$ cat src/rtl/tic_tac_toe_game.sv
// -----------------------------------------------------------------------------
// tic_tac_toe_game
//
// Two-party tic-tac-toe referee on a 3x3 board. The player and the computer
// take turns placing marks; illegal or out-of-turn requests are dropped. Once
// a win or a draw is on the board the game freezes until reset.
//
// Ports
//   clock         rising-edge clock for all state
//   reset         synchronous, active-high; clears board and returns to
//                 PLAYER_TURN
//   play          player move request (level)
//   pc            computer move request (level)
//   com_position  computer target cell, 0..8 (row-major)
//   player_pos    player target cell, 0..8 (row-major)
//   p1..p9        registered cell contents: 00 empty, 01 player, 10 computer
//   winner        combinational result: 00 none, 01 player, 10 computer,
//                 11 draw
//
// State          | meaning
// ---------------+------------------------------------------------------------
// PLAYER_TURN    | waiting for a legal player move
// COMPUTER_TURN  | waiting for a legal computer move
// GAME_DONE      | result on the board; everything frozen until reset
// -----------------------------------------------------------------------------
module tic_tac_toe_game (
    input  logic       clock,
    input  logic       reset,
    input  logic       play,
    input  logic       pc,
    input  logic [3:0] com_position,
    input  logic [3:0] player_pos,
    output logic [1:0] p1,
    output logic [1:0] p2,
    output logic [1:0] p3,
    output logic [1:0] p4,
    output logic [1:0] p5,
    output logic [1:0] p6,
    output logic [1:0] p7,
    output logic [1:0] p8,
    output logic [1:0] p9,
    output logic [1:0] winner
);

    typedef enum logic [1:0] {
        PLAYER_TURN   = 2'b00,
        COMPUTER_TURN = 2'b01,
        GAME_DONE     = 2'b10
    } state_t;

    localparam logic [1:0] CELL_EMPTY  = 2'b00;
    localparam logic [1:0] CELL_PLAYER = 2'b01;
    localparam logic [1:0] CELL_COMP   = 2'b10;

    state_t          state;
    state_t          state_next;
    logic [8:0][1:0] board;
    logic            wr_en;
    logic [3:0]      wr_idx;
    logic [1:0]      wr_val;
    logic            player_ok;
    logic            com_ok;
    logic            player_line;
    logic            com_line;
    logic            board_full;

    // Range check first so an out-of-range index never reads the board.
    function automatic logic cell_free(input logic [8:0][1:0] b,
                                       input logic [3:0]      idx);
        if (idx > 4'd8) begin
            return 1'b0;
        end
        return b[idx] == CELL_EMPTY;
    endfunction

    function automatic logic has_line(input logic [8:0][1:0] b,
                                      input logic [1:0]      mark);
        logic hit;
        hit = 1'b0;
        hit |= (b[0] == mark) && (b[1] == mark) && (b[2] == mark);
        hit |= (b[3] == mark) && (b[4] == mark) && (b[5] == mark);
        hit |= (b[6] == mark) && (b[7] == mark) && (b[8] == mark);
        hit |= (b[0] == mark) && (b[3] == mark) && (b[6] == mark);
        hit |= (b[1] == mark) && (b[4] == mark) && (b[7] == mark);
        hit |= (b[2] == mark) && (b[5] == mark) && (b[8] == mark);
        hit |= (b[0] == mark) && (b[4] == mark) && (b[8] == mark);
        hit |= (b[2] == mark) && (b[4] == mark) && (b[6] == mark);
        return hit;
    endfunction

    assign player_ok = cell_free(board, player_pos);
    assign com_ok    = cell_free(board, com_position);

    // Result decode straight off the board register; a win outranks a full
    // board, and a player line outranks a computer line.
    always_comb begin
        player_line = has_line(board, CELL_PLAYER);
        com_line    = has_line(board, CELL_COMP);
        board_full  = 1'b1;
        for (int i = 0; i < 9; i++) begin
            if (board[i] == CELL_EMPTY) begin
                board_full = 1'b0;
            end
        end
        if (player_line) begin
            winner = 2'b01;
        end else if (com_line) begin
            winner = 2'b10;
        end else if (board_full) begin
            winner = 2'b11;
        end else begin
            winner = 2'b00;
        end
    end

    // A decided board diverts to GAME_DONE before any further move is taken,
    // so the turn that follows a winning move can never write a cell.
    always_comb begin
        state_next = state;
        wr_en      = 1'b0;
        wr_idx     = 4'd0;
        wr_val     = CELL_EMPTY;
        case (state)
            PLAYER_TURN: begin
                if (winner != 2'b00) begin
                    state_next = GAME_DONE;
                end else if (play && player_ok) begin
                    wr_en      = 1'b1;
                    wr_idx     = player_pos;
                    wr_val     = CELL_PLAYER;
                    state_next = COMPUTER_TURN;
                end
            end
            COMPUTER_TURN: begin
                if (winner != 2'b00) begin
                    state_next = GAME_DONE;
                end else if (pc && com_ok) begin
                    wr_en      = 1'b1;
                    wr_idx     = com_position;
                    wr_val     = CELL_COMP;
                    state_next = PLAYER_TURN;
                end
            end
            GAME_DONE: begin
                state_next = GAME_DONE;
            end
            default: begin
                state_next = PLAYER_TURN;
            end
        endcase
    end

    always_ff @(posedge clock) begin
        if (reset) begin
            state <= PLAYER_TURN;
        end else begin
            state <= state_next;
        end
    end

    always_ff @(posedge clock) begin
        if (reset) begin
            board <= '0;
        end else if (wr_en) begin
            board[wr_idx] <= wr_val;
        end
    end

    assign p1 = board[0];
    assign p2 = board[1];
    assign p3 = board[2];
    assign p4 = board[3];
    assign p5 = board[4];
    assign p6 = board[5];
    assign p7 = board[6];
    assign p8 = board[7];
    assign p9 = board[8];

endmodule

$ cat config.mk
export PLATFORM = sky130hd
export DESIGN_NAME = tic_tac_toe_game
export DESIGN_NICKNAME = d
export VERILOG_FILES = /design/src/rtl/tic_tac_toe_game.sv
export SDC_FILE = /design/constraint.sdc
export NUM_CORES = 1
export LEC_CHECK = 0
export BUFFER_PORTS_ARGS = -buffer_cell sky130_fd_sc_hd__buf_2
export CAP_MARGIN = 20
export CORE_MARGIN = 2
export CORE_UTILIZATION = 58
export CTS_CLUSTER_DIAMETER = 120
export DETAILED_ROUTE_END_ITERATION = 8
export PLACE_DENSITY = 0.95
export SYNTH_ARGS = -nofsm -noshare
export SYNTH_HDL_FRONTEND = slang
export SYNTH_SLANG_ARGS = --single-unit
$ cat constraint.sdc
create_clock -name clock -period 7.4 [get_ports clock]
set_input_delay 2.22 -clock clock [delete_from_list [all_inputs] [get_ports clock]]
set_output_delay 2.22 -clock clock [all_outputs]
set_load 0.01 [all_outputs]
==> reports/metrics.cfg, run 1 <==
[grt]
overflow = 0
grt_pass1_vias = 1423
antenna_found_initial = 0
gr-usage-all-layers = 0.315
grt_pass1_wl_um = 6590
grt_max_degree = 26

[job]
drv_cap = 0

[timing]
drv_slew = 0
fmaxAchievable_mhz = 224
relSlewSlack = 0.641
report.final.setup_viol = 0
tightest_slew_ns = 0.535
period_share = 0.604
setup_slack_ns = 2.93
tns_ns = 0
finalHoldViolations = 0
skew_ns = 0.0109
period_needed_ns = 4.47
fin_hold_ws_ns = 0.527
rsz0062_at_grt = false

[clocking]
ctsHtreeMaxLevel = 1
cts_setup_buffers = 0
clock-root-buffer = clkbuf_4
cts-resized-gates = 0
max-clock-path-buffers = 2
cts_sinks = 20
cts_tree = built
cts_hold_buf = 0
clock_latency_ns = 0.31
cts_buffers = 3
clk_pin_slew_ns = 0.11

[setup_path]
endpoint = winner[1]
critPathRequiredTime_ns = 5.18
crit_arrival_ns = 2.25
cp-end-kind = output port
r2r_start = p1[0]$_SDFFE_PP0P_
crit_path_start_kind = flop
crit_fanout = 7
ff2ff_setup_slack_ns = 4.44
cpMostUsedCell = nor2_1
crit_start = p9[1]$_SDFFE_PP0P_
critical_path_class = flop to output port
reg2reg_depth = 7
slowest_stage = or4_1
cpPeakStageDelay_ns = 0.58
r2r-end = p6[1]$_SDFFE_PP0P_
crit_chain = nor2_1 > or4_1 > nor4_4 > nor2_1 > nor2_1 > buf_2

[finish]
final_cells = 226
fillers = 180
drive_gt1_frac = 0.207
n_antenna_cell = 0
nets = 212
final_area_um2 = 1590
area_growth_pct = 11.2
fin_util = 0.698

[power]
power.leakage_nw = 0.596
vdd_drop_max_mv = 0.116
powerDensity_nw_per_um2 = 120
totalPowerFinal_mw = 0.191

[floorplan]
die_h_um = 53.6
floorplan.initialDensity = 0.628
chipWidth_um = 53.6
coreArea_um2 = 2280
die_area_um2 = 2880
rows = 17
io_pins = 32

[logic_synthesis]
synth_compound_area_frac = 0.252
yosys.area_share.adder = 0
async_flop_share = 0
yosys.cell_types.count = 45
synthSimpleGateAreaFrac = 0.368
synth_warnings = 0
netlist_area_um2 = 1430
yosysSeqAreaShare = 0.280
yosys.area_share.xor_xnor = 0
syn_area_per_cell_um2 = 8.16
yosys_register_bits = 20
synth_flop_cell = dfxtp_1
synthMuxAreaShare = 0.0158
synthCells = 175
synth_edf_count = 0
synth_top_family_by_area = simple AND/OR/NAND/NOR gates
synth_nets = 187

[route]
drt_wl_total_um = 4120
drcViolationCount = 0
first_pass_iters = 4
vias = 1563
vias_per_cell = 6.92
routedWlPerCell_um = 18.2
drt.antenna.violating_nets = 0
drt_iter0_markers = 115

[placement]
dpl_worst_slack_ns = 3.10
place_area_um2 = 1570
port_buffers = 31
place_congestion = 0.989
placedCellCount = 223
hpwl_um = 3050

[hold_path]
holdCritStartpoint = state[1]$_SDFFE_PP0P_
hp-class = flop to flop

[run_status]
outcome = finished, final reports clean

## critical path, delay by kind of cell, from the launching register on
kind	cells	cell delay (ns)
buffers and inverters	1	0.14
DFF	1	0.48
and+or+nand+nor	5	1.31
## flip-flops by register name, summed over array words and instances, names as in the netlist
name   flops
p1         2
p2         2
p3         2
p4         2
p5         2
p6         2
p7         2
p8         2
p9         2
state      2
## placed cells by master, fill, tap and decap left out, types with 4 or more instances in the layout
cell type / n
nor3_1: 7
dfxtp_1: 20
inv_1: 18
a31oi_1: 6
buf_2: 31
nor3b_1: 5
a21oi_1: 12
nand2_1: 5
nand2b_1: 4
nor2_1: 15
nor4bb_1: 15
o22ai_1: 8
## cell families (layout without fill, tap and decap cells)
logic type / after synthesis / count (layout)
and+or+nand+nor: 74 / 74
AOI/OAI and AO/OA: 51 / 51
buffers and inverters: 29 / 52
DFF: 20 / 20
muxes: 1 / 1
## layer usage
layer / global-route usage / share of wire / vias up
met1: 0.402 / 0.41 / 718
met3: 0.0389 / 0.11 / 13
met2: 0.529 / 0.46 / 113
li1: - / - / 719
met4: 0.141 / 0.025 / 0
met5: 0 / 0 / -
## cell usage after synthesis, types with 3 or more instances
library cell	n	area, µm²
nor4bb_1	15	150
o41ai_1	3	26.3
buf_2	3	15.0
nand2_1	5	18.8
nand3_1	3	15.0
nand2b_1	4	25.0
dfxtp_1	20	400
inv_1	18	67.6
nor3b_1	5	37.5
a21oi_1	12	60.1
nor3_1	7	35.0
a21o_1	3	22.5
o22ai_2	3	37.5
clkbuf_1	6	22.5
o22ai_1	8	50.1
a31oi_1	6	37.5
nor2_1	15	56.3
## power by group
part	internal, mW	total (mW)	switching [mW]
registers	0.109	0.111	0.00216
clock network	0.0191	0.0518	0.0328
logic	0.0109	0.0287	0.0178
total	0.139	0.191	0.0527
## how the worst min path moves through the flow
| stage | end | slack, ns | cells after the start |
|---|---|---|---|
| 6_report | state[1]$_SDFFE_PP0P_ | 0.53 | 1 |
| 5_1_grt | state[1]$_SDFFE_PP0P_ | 0.57 | 1 |
| 4_1_cts | state[1]$_SDFFE_PP0P_ | 0.53 | 1 |
| 3_5_place_dp | state[1]$_SDFFE_PP0P_ | 0.52 | 1 |
| 3_3_place_gp | state[1]$_SDFFE_PP0P_ | 0.50 | 1 |
| 2_1_floorplan | state[1]$_SDFFE_PP0P_ | 0.48 | 1 |
## final cells by class
type                       count  area [µm²]  area share
tap                           28        35.0      0.0220
multi-input combinational    126         908       0.572
sequential                    20         400       0.252
inverter                      18        67.6      0.0425
clock buffer                   3        22.5      0.0142
timing repair buffer          31         155      0.0976
Note: power is estimated with default switching activity, not from simulation.
==> inputs of run 2 (changes only) <==
--- a/config.mk
+++ b/config.mk
@@ -5,13 +5,14 @@
 export SDC_FILE = /design/constraint.sdc
 export NUM_CORES = 1
 export LEC_CHECK = 0
+export ABC_AREA = 1
 export BUFFER_PORTS_ARGS = -buffer_cell sky130_fd_sc_hd__buf_2
 export CAP_MARGIN = 20
 export CORE_MARGIN = 2
-export CORE_UTILIZATION = 58
+export CORE_UTILIZATION = 54
 export CTS_CLUSTER_DIAMETER = 120
 export DETAILED_ROUTE_END_ITERATION = 8
-export PLACE_DENSITY = 0.95
+export PLACE_DENSITY = 0.91
 export SYNTH_ARGS = -nofsm -noshare
 export SYNTH_HDL_FRONTEND = slang
 export SYNTH_SLANG_ARGS = --single-unit
==> constraint.sdc (replaced) <==
create_clock -name clock -period 4.2 [get_ports clock]
set_input_delay 1.26 -clock clock [delete_from_list [all_inputs] [get_ports clock]]
set_output_delay 1.26 -clock clock [all_outputs]
set_load 0.01 [all_outputs]
==> reports/metrics.cfg, run 2 <==
[setup_path]
crit_arrival_ns = 1.63
crit_chain = inv_2 > nor2_1 > nand3_1 > nand2_1 > nand3_1 > nand3_2 > inv_1 > nand2_1 > inv_1 > buf_2
cp-end-kind = output port
r2r-end = p8[1]$_SDFFE_PP0P_
ff2ff_setup_slack_ns = 2.13
critPathRequiredTime_ns = 2.94
slowest_stage = dfxtp_1
crit_fanout = 4
reg2reg_depth = 14
crit_path_start_kind = flop
cpPeakStageDelay_ns = 0.38
critical_path_class = flop to output port
r2r_start = p3[0]$_SDFFE_PP0P_

[grt]
top_usage_layer = met2
use_met1 = 0.319
grtUsageMet2 = 0.389
gr-usage-all-layers = 0.243
grt_max_degree = 20
use_met3 = 0.0465
grt_pass1_wl_um = 6040
grt_pass1_vias = 1457
antenna_found_initial = 0
overflow = 0

[finish]
fillers = 242
area_growth_pct = 13.6
drive_gt1_frac = 0.245
nets = 291
final_area_um2 = 1640
final_common_cell = nand2_1
n_antenna_cell = 0
final_cells = 307
final_cell_mix = nand2_1 (56), nor2_1 (46), nand3_1 (39)

[floorplan]
coreArea_um2 = 2500
die_h_um = 55.8
io_pins = 32
floorplan.initialDensity = 0.579
rows = 18
die_area_um2 = 3110
chipWidth_um = 55.8

[timing]
setup_slack_ns = 1.31
fin_hold_ws_ns = 0.510
skew_ns = 0.00227
rsz0062_at_grt = false
tns_ns = 0
drv_slew = 0
period_needed_ns = 2.89
report.final.setup_viol = 0
tightest_slew_ns = 0.401
fmaxAchievable_mhz = 346
finalHoldViolations = 0
relSlewSlack = 0.732
period_share = 0.689

[logic_synthesis]
yosys.area.top_type = dfxtp_1
syn_area_per_cell_um2 = 5.88
synth_flop_cell = dfxtp_1
yosysSeqAreaShare = 0.277
synth_top_area_frac = 0.277
yosysMostFrequentCell = nand2_1
synth_edf_count = 0
synth_nets = 258
synthCells = 246
async_flop_share = 0
yosys-top-cells-area = dfxtp_1 (28%), nand2_1 (15%), nand3_1 (13%)
synth_warnings = 0
netlist_area_um2 = 1450
yosys_register_bits = 20
yosys.cell_types.count = 23
netlist_top_cells_count = nand2_1 (56), nor2_1 (46), nand3_1 (39), inv_1 (22), dfxtp_1 (20)

[route]
routedWlPerCell_um = 11.9
drt_wl_total_um = 3650
vias = 1621
drt.antenna.violating_nets = 0
drt_iter0_markers = 77
drcViolationCount = 0
vias_per_cell = 5.28
first_pass_iters = 4

[job]
drv_cap = 0

[clocking]
ctsHtreeMaxLevel = 1
cts_setup_buffers = 0
clock-root-buffer = clkbuf_4
cts_buffers = 3
max-clock-path-buffers = 2
clock_latency_ns = 0.30
cts-resized-gates = 0
clk_pin_slew_ns = 0.10
cts_hold_buf = 0
cts_tree = built
cts_sinks = 20

[power]
vdd_drop_max_mv = 0.190
pwr-share-seq = 0.537
pwr-share-comb = 0.225
power.leakage_nw = 0.874
power.switching_mw = 0.116
power.internal_mw = 0.255
powerDensity_nw_per_um2 = 226
switching_share = 0.313
p_clk_frac = 0.238

[placement]
dpl_worst_slack_ns = 1.32
place_area_um2 = 1620
hpwl_um = 2970
port_buffers = 31
placedCellCount = 304
place_congestion = 0.995

[run_status]
outcome = finished, final reports clean

[hold_path]
hold_depth = 2
min_to = p7[0]$_SDFFE_PP0P_
hp-class = flop to flop
holdCritStartpoint = p7[0]$_SDFFE_PP0P_

[run 2: cell count changes after synthesis, moves of 8 or more]
cell / before / now
nand3_1: 3 / 39
nor4bb_1: 15 / 0
inv_2: 0 / 14
nand2_1: 5 / 56
nor2_1: 15 / 46
o22ai_1: 8 / 0
[run 2: kinds of logic (layout without fill, tap and decap cells)]
group,Yosys count,after routing,synth area share
simple gates,163,163,0.530
buf+inv,40,71,0.109
compound gates,23,23,0.0839
flops,20,20,0.277
[run 2: how the worst max path moves through the flow]
stage	slack, ns	endpoint	cells past startpoint	start
after floorplan	1.67	p8[1]$_SDFFE_PP0P_	13	com_position[0]
after global placement	1.33	p8[1]$_SDFFE_PP0P_	14	com_position[0]
after detailed placement	1.32	p8[1]$_SDFFE_PP0P_	14	com_position[0]
after CTS	1.33	winner[1]	10	p1[0]$_SDFFE_PP0P_
after global routing	1.14	winner[1]	7	p3[0]$_SDFFE_PP0P_
final	1.31	winner[1]	10	p1[0]$_SDFFE_PP0P_
[run 2: metrics by stage]
step	power [mW]	util
floorplan	0.263	-
global placement	0.285	0.648
detailed placement	0.287	0.648
CTS	0.372	0.657
global route	0.393	0.657
finish	0.371	0.657
[run 2: area by class of cell]
cell class	count	area, µm²	share of cell area
Inverter	37	139	0.0845
Tap cell	30	37.5	0.0228
Timing Repair Buffer	31	155	0.0944
Multi-Input combinational cell	186	888	0.541
Sequential cell	20	400	0.244
Clock buffer	3	22.5	0.0137
[run 2: power by group through the flow]
stage               Sequential (mW)  Clock, mW  Combinational, mW
finish                        0.199     0.0883             0.0835
global route                  0.200     0.0978             0.0945
CTS                           0.199     0.0898             0.0830
detailed placement            0.204          0             0.0827
global placement              0.204          0             0.0817
floorplan                     0.205          0             0.0573
[run 2: layer usage]
layer	part of all wire	routed length [µm]
met1	0.44	1610
met2	0.48	1770
met3	0.059	215
met4	0.016	57
met5	0	0
[run 2: critical path: cells and delay by family (launching register included)]
kind / cells / cell delay, ns
simple gates: 6 / 0.66
buf+inv: 4 / 0.31
flops: 1 / 0.38
